### src/rtl/vc_input_buffer.sv
// vc_input_buffer: per-port input stage with per-VC circular FIFOs, round-robin head selection and batched credit return.
// Optional feature macro: INPUT_BUFFER_STATS_EN (adds max_occupancy and drop_count outputs).
// Ports:
//   clk, n_rst          clock, asynchronous active-low reset
//   in_valid/in_vc/in_flit   incoming flit from the link
//   out_valid/out_vc/out_flit  head flit presented to the crossbar
//   pop                 crossbar consumed the presented flit
//   credit_granted      one-cycle credit pulse per VC to the upstream sender
//   overflow_err        sticky: push to a full VC was dropped
//   underflow_err       sticky: pop while nothing was presented
//   max_occupancy       (stats) per-VC high-water mark of the fill count
//   drop_count          (stats) saturating count of dropped pushes
module vc_input_buffer #(
  parameter int NUM_VCS = 2,
  parameter int BUFFER_SIZE = 8,
  parameter int FLIT_WIDTH = 64,
  parameter int CREDIT_BATCH = 1,
  localparam int VW = (NUM_VCS > 1) ? $clog2(NUM_VCS) : 1,
  localparam int CW = $clog2(BUFFER_SIZE + 1)
) (
  input  logic                   clk,
  input  logic                   n_rst,
  input  logic                   in_valid,
  input  logic [VW-1:0]          in_vc,
  input  logic [FLIT_WIDTH-1:0]  in_flit,
  output logic                   out_valid,
  output logic [VW-1:0]          out_vc,
  output logic [FLIT_WIDTH-1:0]  out_flit,
  input  logic                   pop,
  output logic [NUM_VCS-1:0]     credit_granted,
  output logic                   overflow_err,
`ifdef INPUT_BUFFER_STATS_EN
  output logic                   underflow_err,
  output logic [NUM_VCS-1:0][CW-1:0] max_occupancy,
  output logic [15:0]            drop_count
`else
  output logic                   underflow_err
`endif
);
  localparam int PW = $clog2(BUFFER_SIZE);
  localparam int BW = $clog2(CREDIT_BATCH + 1);
  logic [FLIT_WIDTH-1:0] mem_q [NUM_VCS][BUFFER_SIZE];
  logic [PW-1:0] wr_q [NUM_VCS];
  logic [PW-1:0] wr_d [NUM_VCS];
  logic [PW-1:0] rd_q [NUM_VCS];
  logic [PW-1:0] rd_d [NUM_VCS];
  logic [CW-1:0] cnt_q [NUM_VCS];
  logic [CW-1:0] cnt_d [NUM_VCS];
  logic [BW-1:0] pc_q [NUM_VCS];
  logic [BW-1:0] pc_d [NUM_VCS];
  logic [VW-1:0] cur_q, cur_d;
  logic [NUM_VCS-1:0] credit_q, credit_d;
  logic [NUM_VCS-1:0] psh, pp, last;
  logic ovf_q, unf_q;
  logic pop_ok, push_ok, drop, found;
  int idx;
  always_comb begin
    out_valid = cnt_q[cur_q] != '0;
    out_vc = cur_q;
    out_flit = out_valid ? mem_q[cur_q][rd_q[cur_q]] : '0;
    pop_ok = pop & out_valid;
    // a full VC still accepts a push when the same cycle frees one of its slots
    push_ok = in_valid & ((cnt_q[in_vc] != CW'(BUFFER_SIZE)) | (pop_ok & (cur_q == in_vc)));
    drop = in_valid & ~push_ok;
  end
  always_comb begin
    psh = '0;
    pp = '0;
    last = '0;
    credit_d = '0;
    for (int v = 0; v < NUM_VCS; v++) begin
      psh[v] = push_ok && (in_vc == VW'(v));
      pp[v] = pop_ok && (cur_q == VW'(v));
      wr_d[v] = psh[v] ? wr_q[v] + PW'(1) : wr_q[v];
      rd_d[v] = pp[v] ? rd_q[v] + PW'(1) : rd_q[v];
      cnt_d[v] = cnt_q[v] + CW'(psh[v]) - CW'(pp[v]);
      last[v] = pp[v] && (pc_q[v] == BW'(CREDIT_BATCH - 1));
      pc_d[v] = last[v] ? '0 : pc_q[v] + BW'(pp[v]);
      credit_d[v] = last[v];
    end
  end
  // round-robin: hold the presented VC until consumed, then scan from cur+1 wrapping back to cur
  always_comb begin
    cur_d = cur_q;
    found = 1'b0;
    idx = 0;
    if (!out_valid || pop) begin
      for (int i = 1; i <= NUM_VCS; i++) begin
        idx = (int'(cur_q) + i) % NUM_VCS;
        if (!found && cnt_d[idx] != '0) begin
          cur_d = VW'(idx);
          found = 1'b1;
        end
      end
    end
  end
  always_ff @(posedge clk or negedge n_rst) begin
    if (!n_rst) begin
      wr_q <= '{default: '0};
      rd_q <= '{default: '0};
      cnt_q <= '{default: '0};
      pc_q <= '{default: '0};
      cur_q <= '0;
      credit_q <= '0;
      ovf_q <= 1'b0;
      unf_q <= 1'b0;
    end else begin
      wr_q <= wr_d;
      rd_q <= rd_d;
      cnt_q <= cnt_d;
      pc_q <= pc_d;
      cur_q <= cur_d;
      credit_q <= credit_d;
      ovf_q <= ovf_q | drop;
      unf_q <= unf_q | (pop & ~out_valid);
    end
  end
  // flit storage needs no reset: pointers and counts gate every read
  always_ff @(posedge clk) begin
    if (push_ok) mem_q[in_vc][wr_q[in_vc]] <= in_flit;
  end
  assign credit_granted = credit_q;
  assign overflow_err = ovf_q;
  assign underflow_err = unf_q;
`ifdef INPUT_BUFFER_STATS_EN
  logic [NUM_VCS-1:0][CW-1:0] max_q;
  logic [15:0] drop_q;
  always_ff @(posedge clk or negedge n_rst) begin
    if (!n_rst) begin
      max_q <= '0;
      drop_q <= '0;
    end else begin
      for (int v = 0; v < NUM_VCS; v++) max_q[v] <= (cnt_q[v] > max_q[v]) ? cnt_q[v] : max_q[v];
      drop_q <= (drop && drop_q != '1) ? drop_q + 16'd1 : drop_q;
    end
  end
  assign max_occupancy = max_q;
  assign drop_count = drop_q;
`endif
endmodule

### config.mk
export PLATFORM = sky130hd
export DESIGN_NAME = vc_input_buffer
export DESIGN_NICKNAME = d
export VERILOG_FILES = /design/src/rtl/vc_input_buffer.sv
export SDC_FILE = /design/constraint.sdc
export NUM_CORES = 1
export LEC_CHECK = 0
export ABC_AREA = 1
export CAP_MARGIN = 10
export CORE_ASPECT_RATIO = 1.75
export CORE_MARGIN = 3
export CORE_UTILIZATION = 49
export CTS_BUF_LIST = sky130_fd_sc_hd__clkbuf_4 sky130_fd_sc_hd__clkbuf_8
export DETAILED_ROUTE_END_ITERATION = 10
export GPL_ROUTABILITY_DRIVEN = 1
export GPL_TIMING_DRIVEN = 1
export PLACE_DENSITY_LB_ADDON = 0.25
export SLEW_MARGIN = 10
export SYNTH_ARGS = -nofsm -noshare
export SYNTH_HDL_FRONTEND = slang
export SYNTH_SLANG_ARGS = --single-unit
### constraint.sdc
create_clock -name clk -period 5.3 [get_ports clk]
set_clock_uncertainty 0.15 [all_clocks]
set_input_delay 1.325 -clock clk [delete_from_list [all_inputs] [get_ports clk]]
set_output_delay 1.325 -clock clk [all_outputs]
set_load 0.01 [all_outputs]
# After elaboration in Yosys (flattened, before gate mapping)
# Memory sizes are Yosys's and may differ from the RTL's.
# Cells that the tools add are included.
# word_totals
wordCells	104
output_inout_bits	70
n_memories	1
input_bits	69
register_bits	27
mem_bits_rw	1024
# memory_table
name	depth	width	read_ports	rd_ports_with_merged_regs	wr	line_no	source
mem_q	2	512	1	0	1	42	logic [FLIT_WIDTH-1:0] mem_q [NUM_VCS][BUFFER_SIZE];
# classes
addsub	12
eq_ne	2
muxes	32
order_cmp	7
reduce_logical	16
n_bitwise	22
# ops
operator	n
$mux 512	1
$mux 64	4
$bmux 64 s3	1
$demux 64 s3	1
$ge 32x2->1 const B	2
$not 32->32	2
$mux 4	12
$mux 3	6
$add 3x1->3 const B	4
$reduce_bool 4->1	3
$add 4x1->4	2
$ge 4x4->1 const B	2
$logic_and 1x1->1	8
$not 3->4	2
$sub 4x1->4	2
$mux 1	7
$not 1->1	6
$and 1x1->1	5
$ge 2x2->1 const B	2
$lt 4x1->1 const B	1
$ne 4x4->1 const B	1
$not 1->2	2
$or 1x1->1	3
$add 1x1->1	2
other kinds (7)	10

# Longest topological paths before layout
# Gate-level depths: netlist of the first run.
# depth
ltp_word	22
mapped_depth	18
depth_no_buf	17

# Least setup slack after synthesis of the first run
# No wires, ideal clock.
# synth_timing
path_type	input port to flip-flop
startpoint	in in_vc
endpoint	mem mem_q[0][448] (netlist name) (enable)
path_stages	8
path_slack_ns	-0.282
setup_time_ns	0.486
arrival_time_ns	4.946
required_time_ns	4.664
path_buffers	1
cell_sequence	buf_2 inv_1 or2_2 o21ai_0 nand2_1 nor2_1 nand3_1 nor2_1
# synth_via
elab_chain_cells	10
elab_cells_between_ends	20
cone_classes	2 x order compare; 2 x eq/ne; 10 x mux; 5 x bitwise; 1 x reduce/logical
# synth_lines
item	line_no	source
start: declaration	24	input logic [VW-1:0] in_vc,
$not 1->2 (implied by the code)	63, 120	
$mux 3 (implied by the code) (3 in series)	120	if (push_ok) mem_q[in_vc][wr_q[in_vc]] <= in_flit;
$not 3->4 (implied by the code)	120	
$ge 4x4->1 (implied by the code) or $lt 4x1->1 (tied branches)	120	
$logic_and 1x1->1 (implied by the code)	120	
$mux 64 (implied by the code)	120	
$demux 64 s3	120	
$mux 512 (implied by the code)	120	
end: declaration	42	
# Several ways; a longest one is shown, not always the timed one. The select of a mux whose other input is x is not followed.

# Final worst setup path of the first run
# layout_timing
startpoint	reg cur_q (netlist: out_vc)
endpoint	out out_flit[14]
# layout_via
elab_chain_cells	9
elab_cells_between_ends	14
cone_classes	10 x mux; 2 x bitwise; 1 x reduce/logical; 1 x memory
# layout_lines
item	line_no	source
start: declaration	51	logic [VW-1:0] cur_q, cur_d;
start signal: assignment	112	cur_q <= cur_d;
$not 1->2 (implied by the code)	58, 60	
$mux 3 (implied by the code) (3 in series)	60	out_flit = out_valid ? mem_q[cur_q][rd_q[cur_q]] : '0;
$not 3->4 (implied by the code)	60	
$bmux 64 s3	60	
$mux 64 (implied by the code) (2 in series)	60	
$mux 64 *	60	
end: declaration	28	output logic [FLIT_WIDTH-1:0] out_flit,
# Every way passes the cells marked *; elsewhere a longest branch is shown, timed or not. The select of a mux whose other input is x is not followed.

==> results.py, run 1 <==
metrics = {
    "grt": {
        "antenna_found_initial": 4,
        "grt_pass1_vias": 28160,
        "grt_pass1_wl_microns": 167200,
        "track_usage_pct": 24.06,
        "overflow": 0,
        "grt_max_degree": 135,
    },
    "timing": {
        "hold_violations": 0,
        "maxSlewHeadroom_pct": 46.15,
        "rsz0062_at_grt": "false",
        "setup_slack_ps": 188.0,
        "final.setup.tns_ps": 0,
        "period_needed_ps": 5112,
        "slew_viol_final": 0,
        "worstMarginPinSlew_ps": 807.8,
        "period_share_pct": 96.45,
        "setup_viol": 0,
        "max_freq_mhz": 195.6,
    },
    "cts": {
        "clock_sinks": 1051,
        "path_clk_slew_ps": 70,
        "cts_buffers": 148,
        "clock_latency_ps": 830,
        "hold_buffers": 0,
        "h-tree-depth": 4,
        "clockBufferDepth": 3,
        "cts-root-buf": "clkbuf_8",
        "cts_tree": "done",
    },
    "floorplanning": {
        "row_count": 143,
        "die_area_sq_um": 91640,
        "fp.dieH_microns": 398.2,
        "io_pins": 139,
        "die_w_microns": 230.1,
        "core_area_sq_um": 86960,
        "start_util_pct": 49.53,
    },
    "pwr": {
        "ir_worst_vdd_v": 0.0005976,
        "pwr-share-seq_pct": 34.2,
        "netSwitchingPower_mw": 11.20,
        "intPower_mw": 17.34,
        "clock_power_share_pct": 22.2,
        "leakagePower_nw": 18.67,
        "p_per_area_nw_per_um2": 579.5,
        "pwr-share-comb_pct": 43.6,
        "p_sw_share_pct": 39.23,
    },
    "worst_setup_path": {
        "critPathMaxStageDelay_ps": 600,
        "arrival_ps": 3640,
        "reg2reg_to": "out_vc$_DFFE_PN0P_",
        "crit_top_cell": "nand2_1",
        "end_kind": "output pin",
        "r2r-start": "out_vc$_DFFE_PN0P_",
        "r2r_setup_slack_ps": 1350,
        "cpMaxStageDelayCell": "clkdlybuf4s50_1",
        "path_cells": "buf_12 > clkinv_16 > buf_16 > buf_6 > nand2_1 > nand2_1 > nand2_1 > a21oi_1 > o21ai_0 > nor2_1 > clkdlybuf4s50_1",
        "critPathKind": "flop to output pin",
        "worstPathRequired_ps": 3830,
        "rr_worst_depth": 16,
        "crit_path_max_fanout": 76,
        "worst_setup_path_start_kind": "flop",
    },
    "logic_synthesis": {
        "synth_cell_type_count": 28,
        "syn_area_per_cell_sq_um": 11.31,
        "netlist_area_sq_um": 43070,
        "synth_seq_area_share_pct": 72.96,
        "yosys_warnings": 0,
        "synth_top_cell_area_share_pct": 71.39,
        "ys_seq_elements": 1051,
        "yosysTopAreaCell": "edfxtp_1",
        "async_flop_share_pct": 2.569,
        "synth.net_count": 3892,
        "synth_area_leaders": "edfxtp_1 (71%), nand2_1 (14%), nand3_1 (5.3%), nor2_1 (1.7%), buf_2 (1.6%)",
        "synth_cells": 3809,
        "synth_edf_count": 1024,
        "synth_top_flop_cell": "edfxtp_1",
    },
    "placement": {
        "post_dp_cell_area_sq_um": 46120,
        "place.gp.congestion": 0.7685,
        "dp_hpwl_microns": 53860,
        "port_buffers": 138,
        "dp_slack_ps": 530.6,
    },
    "min_path": {
        "hold_path.class": "flop to flop",
        "min_from": "pc_q[0]$_DFF_PN0_",
        "hold_path_end": "credit_granted[1]$_DFF_PN0_",
        "whs_path_depth": 1,
    },
    "drt": {
        "ant_nets": 0,
        "firstDrtPassIters": 5,
        "first_iter_violations": 2510,
        "vias_per_cell": 5.491,
        "drc_errors": 0,
        "vias": 28740,
        "finalWirelength_microns": 109900,
        "wl_per_cell_microns": 21.01,
    },
    "flow_run": {
        "drv_cap": 0,
    },
    "final_layout": {
        "area_growth_pct": 14.34,
        "design_area_sq_um": 49250,
        "fill_cells": 7226,
        "final_layout_size_suffix_gt1_share_pct": 8.647,
        "finalNetCount": 4049,
    },
    "outcome": {
        "status": "completed",
    },
}
[critical path: cells and delay by family (launching register included)]
family / cells / cell delay, ps
compound gates: 2 / 230
buf+inv: 5 / 1480
flops: 1 / 590
simple gates: 4 / 410
[power groups by stage]
stage | Clock, mW | Combinational (mW) | Sequential, mW
after floorplan | 0 | 7.19 | 9.93
after global placement | 0 | 12.1 | 9.95
after detailed placement | 0 | 12.2 | 9.97
after CTS | 6.45 | 12.5 | 9.77
after global routing | 6.80 | 13.7 | 9.81
final | 6.33 | 12.4 | 9.77
[routing by layer]
| metal | vias to the layer above | track usage [%] | share of wire [%] |
|---|---|---|---|
| li1 | 13310 | - | - |
| met2 | 1085 | 40.65 | 50 |
| met3 | 278 | 4.336 | 6.8 |
| met4 | 6 | 10.21 | 3.6 |
| met5 | - | 0 | 0.046 |
| met1 | 14060 | 30.68 | 39 |
[repair_timing]
item | 4_1_cts | 5_1_grt
endpoints found under the hold margin | 0 | 0
gates cloned | 1 | 0
endpoints found under the setup margin | 57 | 11
gates resized for setup | 7 | 8
setup buffers | 8 | 0
pin swaps | 2 | 0
[stage by stage]
stage               power [mW]  instances  util (%)  hold WS [ps]
global route             30.30       5232     56.63         297.6
finish                   28.54       5233     56.64         276.5
CTS                      28.71       5231     56.58         274.7
floorplan                17.12       3809         -         253.2
global placement         22.07       4967     53.03         264.1
detailed placement       22.15       4967     53.03         269.1
[cell usage after synthesis, drive strengths merged (2+ instances only)]
master     n
buf      151
xor2       5
dfrtp     27
ha        12
a21oi     36
or2        2
xnor2      4
clkbuf    72
nand2   1640
fa         2
o21ai     72
nand4      8
edfxtp  1024
nand3    452
and3      64
inv       37
nor2     196
[layout by cell type, fill, tap and decap left out, drive strengths merged, types with 4 or more instances in the layout]
| cell type | netlist | routed |
|---|---|---|
| nor2 | 196 | 196 |
| nand3 | 452 | 452 |
| ha | 12 | 12 |
| nand2 | 1640 | 1640 |
| clkinvlp | 0 | 7 |
| inv | 37 | 40 |
| a21oi | 36 | 36 |
| xnor2 | 4 | 4 |
| and3 | 64 | 64 |
| buf | 151 | 91 |
| clkinv | 0 | 42 |
| dfrtp | 27 | 27 |
| nand4 | 8 | 8 |
| clkbuf | 72 | 195 |
| xor2 | 5 | 5 |
| edfxtp | 1024 | 1024 |
| bufinv | 0 | 8 |
| o21ai | 72 | 72 |
| clkdlybuf4s50 | 0 | 136 |
[cell families (layout without fill, tap and decap cells)]
group	after synthesis	after routing	synth area share (%)
fa+ha+maj	14	14	0.4415
xor+xnor	9	9	0.1830
compound gates	111	111	1.328
buf+inv	260	522	2.736
simple gates	2364	2364	22.35
flops	1051	1051	72.96
other cells	0	2	0
[state kept, by name, indices dropped and copies added (netlist names)]
| register | cells |
|---|---|
| out_vc | 1 |
| rd_q | 6 |
| credit_granted | 2 |
| wr_q | 6 |
| mem_q | 1024 |
| cnt_q | 8 |
| overflow_err | 1 |
| pc_q | 2 |
| underflow_err | 1 |
[worst max path at each step]
stage / from / to / depth (start not counted)
finish: out_vc$_DFFE_PN0P_ / out_flit[14] / 11
global route: out_vc$_DFFE_PN0P_ / out_flit[27] / 9
CTS: out_vc$_DFFE_PN0P_ / out_flit[25] / 11
detailed placement: in_vc / out_vc$_DFFE_PN0P_ / 17
global placement: in_vc / out_vc$_DFFE_PN0P_ / 17
floorplan: in_vc / mem_q[0][448]$_DFFE_PP_ / 8
[cell type report]
class                      count  area, sq um  area share, %
antenna                        2        5.005        0.01016
clock buffer                 195         2402          4.878
clock inverter                60        508.0          1.031
inverter                      37        178.9         0.3633
multi-input combinational   2498        10630          21.58
sequential                  1051        31430          63.82
tap                         1160         1451          2.947
timing repair buffer         230         2648          5.376
Note: power is estimated with default switching activity, not from simulation.
==> run 2: changes to the inputs <==
- CORE_MARGIN: 3 -> 4
- PLACE_DENSITY: unset -> 0.76
- PLACE_DENSITY_LB_ADDON: 0.25 -> unset
==> results.py, run 2 (synthesis results as in run 1) <==
metrics = {
    "drt": {
        "wl_per_cell_microns": 20.41,
        "first_iter_violations": 2837,
        "ant_nets": 0,
        "firstDrtPassIters": 8,
        "drc_errors": 0,
        "vias_per_cell": 5.467,
        "vias": 28510,
        "finalWirelength_microns": 106500,
    },
    "grt": {
        "grt_pass1_wl_microns": 161700,
        "antenna_found_initial": 6,
        "grt_max_degree": 140,
        "overflow": 0,
        "grt_pass1_vias": 28450,
        "track_usage_pct": 22.54,
    },
    "cts": {
        "cts-root-buf": "clkbuf_8",
        "cts_buffers": 142,
        "path_clk_slew_ps": 80,
        "clock_latency_ps": 780,
        "cts_tree": "done",
        "clock_sinks": 1051,
        "clockBufferDepth": 3,
        "h-tree-depth": 4,
    },
    "timing": {
        "period_needed_ps": 5212,
        "slew_viol_final": 0,
        "hold_violations": 0,
        "worstMarginPinSlew_ps": 847.2,
        "period_share_pct": 98.35,
        "setup_viol": 0,
        "setup_slack_ps": 87.51,
        "final.setup.tns_ps": 0,
        "maxSlewHeadroom_pct": 43.52,
        "max_freq_mhz": 191.8,
    },
    "floorplanning": {
        "start_util_pct": 49.53,
        "core_area_sq_um": 86960,
        "io_pins": 139,
        "die_w_microns": 232.1,
        "row_count": 143,
        "fp.dieH_microns": 400.2,
        "die_area_sq_um": 92900,
    },
    "final_layout": {
        "multiInputGateArea_sq_um": 10630,
        "largest_reg_flops": 1024,
        "seq_area_sq_um": 31430,
        "final_common_cell": "nand2_1",
        "finalNetCount": 4026,
        "final_layout_size_suffix_gt1_share_pct": 8.148,
        "fill_cells": 7041,
        "final_cell_mix": "nand2_1 (1,640), edfxtp_1 (1,024), nand3_1 (452)",
        "area_growth_pct": 13.54,
    },
    "worst_setup_path": {
        "cp_top_family": "buffers and inverters",
        "worst_setup_path_start_kind": "flop",
        "critPathKind": "flop to output pin",
        "worstPathRequired_ps": 3830,
        "crit_path_max_fanout": 95,
        "critPathMaxStageDelay_ps": 650,
        "arrival_ps": 3740,
        "cpMaxStageDelayCell": "dfrtp_4",
        "r2r_setup_slack_ps": 1420,
        "path_buf_inv": 2,
        "path_cells": "nand2_1 > o21ai_4 > buf_12 > o21ai_0 > nor2_1 > o21ai_1 > nor2_2 > clkdlybuf4s50_1",
        "end_kind": "output pin",
    },
    "flow_run": {
        "drv_cap": 0,
    },
    "placement": {
        "dp_hpwl_microns": 53420,
        "port_buffers": 138,
        "dp_slack_ps": 604.8,
        "place.gp.congestion": 0.7768,
    },
    "pwr": {
        "p_per_area_nw_per_um2": 574.0,
        "leakagePower_nw": 18.47,
        "ir_worst_vdd_v": 0.0006034,
    },
    "min_path": {
        "hold_path.class": "flop to flop",
    },
    "outcome": {
        "status": "completed",
    },
}
[run 2: cell types whose count changed in the layout (fill, tap and decap cells not counted), moves of 3 or more]
cell	before	now
clkinv_1	23	27
clkbuf_4	45	48
clkbuf_8	150	143
buf_8	0	3
buf_6	2	5
buf_12	35	24
buf_16	5	2
nor2_1	180	177
buf_4	49	39
clkinv_2	18	12
nor2_2	0	3
diode_2	2	5
[run 2: worst paths after layout]
| kind | cells after the start | to | start |
|---|---|---|---|
| hold reg to reg | 1 | credit_granted[1]$_DFF_PN0_ | pc_q[0]$_DFF_PN0_ |
| setup reg to reg | 18 | out_vc$_DFFE_PN0P_ | out_vc$_DFFE_PN0P_ |
| setup / recovery | 8 | out_flit[29] | out_vc$_DFFE_PN0P_ |
| max in group asynchronous | 2 | out_vc$_DFFE_PN0P_ | n_rst |
| hold / removal | 1 | credit_granted[1]$_DFF_PN0_ | pc_q[0]$_DFF_PN0_ |
| min in group asynchronous | 2 | underflow_err$_DFF_PN0_ | n_rst |
[run 2: repair_timing]
item                       in CTS  in global routing
gates cloned                    1                  1
hold buffers                    0                  0
buffers inserted                1                  3
resized for setup              11                 13
setup endpoints to repair      30                 24
[run 2: per-stage QoR]
stage | utilization, % | cells | area, sq um | hold WS (ps) | total power [mW]
floorplan | - | 3809 | 43070 | 253.2 | 17.12
global placement | 52.78 | 4953 | 45900 | 263.3 | 21.66
detailed placement | 52.78 | 4953 | 45900 | 264.5 | 21.82
CTS | 56.13 | 5206 | 48810 | 265.4 | 28.12
global route | 56.24 | 5214 | 48900 | 305.4 | 29.71
finish | 56.24 | 5215 | 48900 | 268.3 | 28.07
[run 2: area by class of cell]
cell class	count	area share (%)
clock buffers	191	4.761
flip-flops and latches	1051	64.27
clock inverters	60	1.023
multi-input cells	2498	21.74
repair buffers	213	4.843
diodes	5	0.02559
inverters	37	0.3659
well taps	1160	2.968
[run 2: power by group]
part	switching [mW]	internal, mW
Sequential	0.182	9.60
Combinational	7.94	4.17
Clock	2.96	3.22
Total	11.1	17.0
[run 2: per-layer routing]
layer	routed length, microns	GRT usage (%)	vias to the layer above
met3	7758	3.704	252
met5	20	0	-
met4	4013	9.908	2
met1	40330	27.30	13730
met2	54350	39.66	1264
li1	-	-	13260
